<file path="config.mk">
export PLATFORM = sky130hd
export DESIGN_NAME = ddr5_cmd_issuer
export DESIGN_NICKNAME = d
export VERILOG_FILES = /design/src/rtl/ddr5_cmd_issuer_pkg.sv /design/src/rtl/ddr5_addr_decode.sv /design/src/rtl/ddr5_cmd_issuer.sv
export SDC_FILE = /design/constraint.sdc
export NUM_CORES = 1
export LEC_CHECK = 0
export CAP_MARGIN = 20
export CORE_AREA = 2 2 77 79
export CTS_CLUSTER_DIAMETER = 200
export DETAILED_ROUTE_END_ITERATION = 12
export DIE_AREA = 0 0 79 81
export PLACE_DENSITY_LB_ADDON = 0.08
export RECOVER_POWER = 100
export SLEW_MARGIN = 20
export SYNTH_ARGS = -nofsm -noshare
export SYNTH_HDL_FRONTEND = slang
export SYNTH_HIERARCHICAL = 1
export SYNTH_SLANG_ARGS = --single-unit
</file>
<file path="constraint.sdc">
create_clock -name clk -period 4.4 [get_ports clk]
set_clock_uncertainty 0.15 [all_clocks]
set_input_delay 0.88 -clock clk [delete_from_list [all_inputs] [get_ports clk]]
set_output_delay 0.88 -clock clk [all_outputs]
set_load 0.005 [all_outputs]
</file>
<file path="src/rtl/ddr5_cmd_issuer_pkg.sv">
// Shared definitions for the DDR5 command issuer:
//   - cmd_code_e : DRAM command encodings driven on cmd_code
//   - req_op_e   : request opcodes accepted on req_op
//   - address-map bit positions and the decoded-address struct
//   - max4       : helper used to size the wait counter
package ddr5_cmd_issuer_pkg;

  typedef enum logic [1:0] {
    CMD_ACT = 2'd0,
    CMD_RD  = 2'd1,
    CMD_WR  = 2'd2,
    CMD_PRE = 2'd3
  } cmd_code_e;

  typedef enum logic [1:0] {
    OP_READ    = 2'd0,
    OP_WRITE   = 2'd1,
    OP_IFETCH  = 2'd2,
    OP_ILLEGAL = 2'd3
  } req_op_e;

  localparam int ADDR_W  = 34;
  // Address map: row | col_hi | ba | bg | channel | col_lo | byte
  localparam int ROW_HI  = 33;
  localparam int ROW_LO  = 18;
  localparam int COLH_HI = 17;
  localparam int COLH_LO = 12;
  localparam int BA_HI   = 11;
  localparam int BA_LO   = 10;
  localparam int BG_HI   = 9;
  localparam int BG_LO   = 7;
  localparam int CH_BIT  = 6;
  localparam int COLL_HI = 5;
  localparam int COLL_LO = 2;

  typedef struct packed {
    logic [2:0]  bg;
    logic [1:0]  ba;
    logic [15:0] row;
    logic [9:0]  col;
  } dec_addr_t;

  function automatic int max4(input int a, input int b, input int c, input int d);
    int m;
    m = a;
    if (b > m) m = b;
    if (c > m) m = c;
    if (d > m) m = d;
    return m;
  endfunction

endpackage

</file>
<file path="src/rtl/ddr5_addr_decode.sv">
// Combinational physical-address decode into DRAM coordinates.
//   addr : 34-bit physical byte address
//   dec  : bank group / bank / row / column
// The channel bit and byte offset are not part of the DRAM coordinate.
module ddr5_addr_decode
  import ddr5_cmd_issuer_pkg::*;
(
  input  logic [ADDR_W-1:0] addr,
  output dec_addr_t         dec
);

  logic unused_bits;
  assign unused_bits = ^{addr[CH_BIT], addr[1:0]};

  assign dec.row = addr[ROW_HI:ROW_LO];
  assign dec.col = {addr[COLH_HI:COLH_LO], addr[COLL_HI:COLL_LO]};
  assign dec.ba  = addr[BA_HI:BA_LO];
  assign dec.bg  = addr[BG_HI:BG_LO];

endmodule

</file>
<file path="src/rtl/ddr5_cmd_issuer.sv">
// Single-request, closed-page DDR5 command issuer.
// Accepts one request in IDLE, then sequences ACT -> RD/WR -> (data) ->
// completion pulse -> PRE -> precharge wait -> IDLE.
// Ports:
//   clk, rst_n                 clock, async active-low reset
//   req_valid/ready/op/core/addr  request handshake and payload
//   cmd_valid/code/bg/ba/row/col  DRAM command bus (fields zero when idle)
//   rsp_valid/core/write       one-cycle completion pulse
//   err_illegal                one-cycle pulse after an illegal op is accepted
module ddr5_cmd_issuer
  import ddr5_cmd_issuer_pkg::*;
#(
  parameter int TRCD   = 4,
  parameter int TCL    = 4,
  parameter int TCWD   = 2,
  parameter int TBURST = 2,
  parameter int TRP    = 4
) (
  input  logic        clk,
  input  logic        rst_n,
  input  logic        req_valid,
  output logic        req_ready,
  input  logic [1:0]  req_op,
  input  logic [3:0]  req_core,
  input  logic [33:0] req_addr,
  output logic        cmd_valid,
  output logic [1:0]  cmd_code,
  output logic [2:0]  cmd_bg,
  output logic [1:0]  cmd_ba,
  output logic [15:0] cmd_row,
  output logic [9:0]  cmd_col,
  output logic        rsp_valid,
  output logic [3:0]  rsp_core,
  output logic        rsp_write,
  output logic        err_illegal
);

  localparam int CW = $clog2(max4(TRCD, TCL, TCWD, TRP) + TBURST + 1);

  typedef enum logic [2:0] {
    S_IDLE, S_ACT, S_WAIT_RCD, S_RDWR, S_WAIT_DATA, S_PRE, S_WAIT_RP
  } state_e;

  state_e        state, state_nxt;
  logic [CW-1:0] cnt, cnt_nxt;
  logic          rdy_q, err_q, wr_q;
  logic [3:0]    core_q;
  dec_addr_t     dec_in, dec_q;
  logic          accept, legal;

  ddr5_addr_decode u_dec (.addr(req_addr), .dec(dec_in));

  assign accept = req_valid && req_ready;
  assign legal  = (req_op != OP_ILLEGAL);

  // rdy_q holds req_ready low until the first edge after reset release.
  assign req_ready   = rdy_q && (state == S_IDLE);
  assign err_illegal = err_q;

  always_ff @(posedge clk or negedge rst_n) begin
    if (!rst_n) begin
      state <= S_IDLE;
      cnt   <= '0;
    end else begin
      state <= state_nxt;
      cnt   <= cnt_nxt;
    end
  end

  always_ff @(posedge clk or negedge rst_n) begin
    if (!rst_n) begin
      rdy_q  <= 1'b0;
      err_q  <= 1'b0;
      wr_q   <= 1'b0;
      core_q <= '0;
      dec_q  <= '0;
    end else begin
      rdy_q <= 1'b1;
      err_q <= accept && !legal;
      if (accept && legal) begin
        dec_q  <= dec_in;
        core_q <= req_core;
        wr_q   <= (req_op == OP_WRITE);
      end
    end
  end

  // Each wait state is entered with (remaining cycles) and leaves at 1,
  // so a timing parameter of 1 skips its wait state entirely.
  always_comb begin
    state_nxt = state;
    cnt_nxt   = cnt;
    case (state)
      S_IDLE: if (accept && legal) state_nxt = S_ACT;
      S_ACT: begin
        if (TRCD <= 1) state_nxt = S_RDWR;
        else begin
          state_nxt = S_WAIT_RCD;
          cnt_nxt   = CW'(TRCD - 1);
        end
      end
      S_WAIT_RCD: begin
        if (cnt <= CW'(1)) begin
          state_nxt = S_RDWR;
          cnt_nxt   = '0;
        end else cnt_nxt = cnt - 1'b1;
      end
      S_RDWR: begin
        state_nxt = S_WAIT_DATA;
        cnt_nxt   = wr_q ? CW'(TCWD + TBURST) : CW'(TCL + TBURST);
      end
      // Completion pulses on the last data-wait cycle.
      S_WAIT_DATA: begin
        if (cnt <= CW'(1)) begin
          state_nxt = S_PRE;
          cnt_nxt   = '0;
        end else cnt_nxt = cnt - 1'b1;
      end
      S_PRE: begin
        if (TRP <= 1) state_nxt = S_IDLE;
        else begin
          state_nxt = S_WAIT_RP;
          cnt_nxt   = CW'(TRP - 1);
        end
      end
      S_WAIT_RP: begin
        if (cnt <= CW'(1)) begin
          state_nxt = S_IDLE;
          cnt_nxt   = '0;
        end else cnt_nxt = cnt - 1'b1;
      end
      default: begin
        state_nxt = S_IDLE;
        cnt_nxt   = '0;
      end
    endcase
  end

  always_comb begin
    cmd_valid = 1'b0;
    cmd_code  = CMD_ACT;
    cmd_bg    = '0;
    cmd_ba    = '0;
    cmd_row   = '0;
    cmd_col   = '0;
    rsp_valid = 1'b0;
    rsp_core  = '0;
    rsp_write = 1'b0;
    case (state)
      S_ACT: begin
        cmd_valid = 1'b1;
        cmd_code  = CMD_ACT;
        cmd_bg    = dec_q.bg;
        cmd_ba    = dec_q.ba;
        cmd_row   = dec_q.row;
      end
      S_RDWR: begin
        cmd_valid = 1'b1;
        cmd_code  = wr_q ? CMD_WR : CMD_RD;
        cmd_bg    = dec_q.bg;
        cmd_ba    = dec_q.ba;
        cmd_col   = dec_q.col;
      end
      S_WAIT_DATA: begin
        if (cnt == CW'(1)) begin
          rsp_valid = 1'b1;
          rsp_core  = core_q;
          rsp_write = wr_q;
        end
      end
      S_PRE: begin
        cmd_valid = 1'b1;
        cmd_code  = CMD_PRE;
        cmd_bg    = dec_q.bg;
        cmd_ba    = dec_q.ba;
      end
      default: ;
    endcase
  end

endmodule

</file>
# After elaboration in Yosys (flattened, before gate mapping)
# Index checks and enable logic that the tools add are counted.
# totals
reg_bits,44
# classes
n_addsub,1
magnitude_cmp,1
eq_ne,13
mux,21
n_reduce_logical,10
# op_table
operator,count
$pmux 3 s7,1
$mux 3,6
$mux 16,1
$pmux 3 s4,1
$mux 10,1
$eq 3x3->1 const B,3
$mux 4,2
$ne 2x2->1 const B,4
$eq 3x1->1 const B,2
$eq 3x2->1 const B,2
$mux 2,3
$reduce_or 3->1,2
$mux 1,5
$logic_and 1x1->1,4
$pmux 2 s2,1
$reduce_and 4->1,1
$le 3x1->1 const B,1
$logic_not 3->1,1
$sub 3x1->3 const B,1
$eq 2x1->1 const B,1
$ne 2x1->1 const B,1
$reduce_or 2->1,1
$logic_not 1->1,1

# Depth between registers and ports, before layout
# logic_depth
ltp_word,6
ltp_mapped,5
mapped_depth_nobuf,5

# Cells and area by module
# Netlist, hierarchy kept.
# modules_own_cells
module,instances,cells_per_inst,area_each_um2,seq_area_each_um2
ddr5_cmd_issuer,1,174,2223.4,1101.1
ddr5_addr_decode,1,31,232.7,0.0

# Worst setup path after synthesis
# OpenSTA, ideal clock, no wires.
# synth_path
path_type,reg-to-output
start,reg cnt[1]
end,out rsp_core[0]
t_arrival_ns,1.283
path_slack_ns,2.087
path_stages_with_launch,6
cell_sequence,dfrtp_1 > inv_1 > ha_1 > nand2_1 > nor4_1 > and2_1
# synth_between
elab_chain_cells,3
# synth_rtl
item,line_no,text
start: declaration,ddr5_cmd_issuer.sv:45,"logic [CW-1:0] cnt, cnt_nxt;"
start signal: assignment,ddr5_cmd_issuer.sv:66,cnt <= cnt_nxt;
$eq 3x1->1,ddr5_cmd_issuer.sv:165,if (cnt == CW'(1)) begin
$mux 4,ddr5_cmd_issuer.sv:165,
$mux 4,ddr5_cmd_issuer.sv:149,case (state)
end: declaration,ddr5_cmd_issuer.sv:33,"output logic [3:0] rsp_core,"
# Every way passes these cells.

# Worst setup path after layout
# layout_path
start,in req_op[0]
end,reg dec_q[5] (netlist name)
# layout_between
elab_chain_cells,2
# layout_rtl
item,line_no,text
start: declaration,ddr5_cmd_issuer.sv:23,"input logic [1:0] req_op,"
$ne 2x2->1,ddr5_cmd_issuer.sv:54,assign legal = (req_op != OP_ILLEGAL);
$logic_and 1x1->1,ddr5_cmd_issuer.sv:80,if (accept && legal) begin
end signal: assignment,ddr5_cmd_issuer.sv:81,dec_q <= dec_in;
end: declaration,ddr5_cmd_issuer.sv:48,"dec_addr_t dec_in, dec_q;"
# Every way passes these cells.
# A chain may end at the register's enable or synchronous reset.

==> impl_results.md <==
- Power share of the clock group: 17.5%
- Top post-synthesis cells by area: dfrtp_1 (45%), mux2_4 (18%), buf_4 (9.5%)
- Nets: approximately 300
- Mean Syn Cell Area: 11.98 um^2
- Tcrit/Tclk final: about four fifths
- Setup TNS: 0 ns
- Fin crit period: ~3.6 ns
- Post-DP HPWL: around 3100 um
- Tightest Pin Transition: about 2.4 ns
- Count of state elements after synthesis: between 40 and 50
- Max VDD drop: around 0.22 mV
- Unrepaired setup endpoints after global routing: false
- Failing checks: capacitance limit, slew limit
- Hold depth: 1
- Reg-to-Reg Start: state[1]
- Total global-route track usage: between 10% and 20%
- CTS root buf: clkbuf_8
- WP data arrival: ~3.6 ns
- Async set or reset register ratio after synthesis: 100.0%
- I/O Buffers: 81
- Routed wire per std cell: about 13 um
- RD Place Congestion: between 0.8 and 0.9
- Initial antenna violation count: 0
- Hold path endpoint: dec_q[7]
- CTS tree: yes
- Critical-path maximum fanout: 19
- Routed vias: 1582
- Num CTS Buffers: 5
- First-pass GRT wire length: roughly 7600 um
- Post-CTS setup buffers: 0
- R2r worst-path depth: 4
- Yosys warns: 6
- Sequential power share: 46.7%
- Slew Viols, Final: 63
- Worst Setup Start Kind: primary input
- Max Freq: between 0.2 and 0.3 GHz
- Vias/cell: between 4 and 5
- Status: finished with violations
- Share of post-route cells with drive strength above 1: 9.766%
- Die Area: between 6000 and 7000 um^2
- First DRT Iteration DRCs: between 60 and 70
- CP Capture Type: flop
- Combinational fraction of design power: a little over a third
- Synthesized netlist cell count: ~210
- Post-Route Utilization: 54.10%
- Residual DRC count: 0
- Part of the Yosys area used for sequential elements: roughly 45%
- Vias in the first global route: 1575
- Post-synth top cells: dfrtp_1 (44), and2_1 (36), buf_4 (31)
- Worst hold path class: flop to flop
- WS Path Type: primary input to flop
- Reg2reg end: dec_q[5]
- Yosys top cell area share: ~45%
- Switching Share: slightly above 30%
- Routed WL: 4421 um
- Max-Slew Margin vs Limit: -59.09%
- Largest area contributor in the synthesized netlist: dfrtp_1
- Worst-case clock buffer depth: 2
- Synth cell types: 31
- Pre-CTS setup slack: 1.400 ns
- Hold Fails Final Rpt: 0
- Internal power: approximately 1.1 mW
- Clock Latency Late Sink: approximately 0.3 ns
- Switch Pwr: ~470 uW
- Power per cell area: slightly above 500 nW/um^2
- Clock sink total: 44
- Hold Crit Start: dec_q[7]
- # setup viols final: 0
- Ant. Diodes: 0
- Clock transition at the registers of the reported paths: 0.08 ns
- Post-CTS resize count: 0
- DRT Pass-1 Iters: 5
- Mapped Area: 2456 um^2
- Core Box Area: ~5700 um^2
- ANT nets after route: 0
- Reg-to-reg slack, setup: between 1 and 1.5 ns
- Die X: about 79 um
- Max_cap viols: 2
- Ys flop type: dfrtp_1
- Die Y: 81 um
- Required time worst endpoint: between 4 and 5 ns
- H-tree Lvls: 2
- Area Growth Syn to Fin: 25.01%
- Grt total ovfl: 0
- Cts hold-fix bufs: 0
- Post-Syn Nets: 250
- Std-Cell Rows: 28
- Largest net degree at the start of global routing: 45
- Number of flops mapped to enable cells by yosys: 0
- Ports: 85
- Final setup margin: about 0.83 ns
- Cell leakage power: between 1 and 1.5 nW
- Most numerous cell in the Yosys netlist: dfrtp_1
- Starting density of the core: 43.28%
==> placed cells by master (no fill, tap or decap), types with 3 or more instances in the layout <==
master / count
nor2b_1: 4
dlygate4sd3_1: 17
and2_0: 25
mux2_1: 18
and2_1: 11
inv_1: 7
dfrtp_1: 44
a21oi_1: 4
mux2_2: 10
o21ai_0: 6
nor2_1: 5
a31oi_1: 3
clkbuf_8: 7
clkdlybuf4s50_1: 63
mux2_4: 7
==> cell type report <==
type / instances / area (um^2)
fill: 545 / 2605
inverter: 7 / 26.28
sequential: 44 / 1101
tap: 75 / 93.84
clock buffer: 7 / 96.34
multi-input combinational: 115 / 924.6
timing repair buffer: 83 / 828.3
==> registers in the layout, summed over array words and instances (netlist names) <==
| register | cells |
|---|---|
| state | 3 |
| err_illegal | 1 |
| dec_q | 31 |
| rdy_q | 1 |
| core_q | 4 |
| cnt | 3 |
| wr_q | 1 |
==> kinds of logic after synthesis <==
family	count (synthesis)	share of synthesized area [%]
adder cells (fa/ha/maj)	3	1.426
buffers and inverters	46	12.99
other	1	0.1527
multiplexers	35	20.48
flip-flops	44	44.83
AND/OR/NAND/NOR	53	13.55
AO/OA/AOI/OAI	23	6.572
==> metal layers <==
layer / vias to the layer above / GRT usage, % / share of wire [%]
li1: 750 / - / -
met1: 776 / 19.11 / 42
met2: 51 / 24.58 / 50
met3: 5 / 5.222 / 7.0
met4: 0 / 5.517 / 1.3
met5: - / 0 / 0
==> critical path, cell delays in order <==
cell	delay, ns
dlygate4sd3_1	0.52
inv_1	0.06
o211ai_1	1.53
buf_12	0.26
mux2_1	0.34
==> power by group through the flow <==
stage | Combinational [mW] | Clock, mW | Sequential [mW]
after floorplan | 0.514 | 0 | 0.681
after global placement | 0.662 | 0 | 0.735
after detailed placement | 0.668 | 0 | 0.737
after CTS | 0.675 | 0.288 | 0.732
after global routing | 0.629 | 0.306 | 0.757
final | 0.555 | 0.271 | 0.723
==> worst max-delay path by stage <==
stage                     slack [ns]          end      start
after floorplan                 2.09  rsp_core[0]     cnt[1]
after global placement          1.39  rsp_core[2]   state[2]
after detailed placement        1.40     dec_q[5]  req_op[0]
after CTS                       1.09  rsp_core[3]   state[2]
after global routing            0.63     dec_q[8]  req_op[0]
final                           0.83     dec_q[5]  req_op[0]
==> per-stage QoR <==
step / hold slack (ns) / instances / instance area [um^2] / total power, mW
after floorplan: 0.3206 / 205 / 2456 / 1.194
after global placement: 0.3304 / 324 / 3090 / 1.397
after detailed placement: 0.3330 / 324 / 3090 / 1.406
after CTS: 0.3562 / 331 / 3187 / 1.696
after global routing: 0.3602 / 331 / 3070 / 1.692
final: 0.3359 / 331 / 3070 / 1.550
Note: power is estimated with default switching activity, not from simulation.
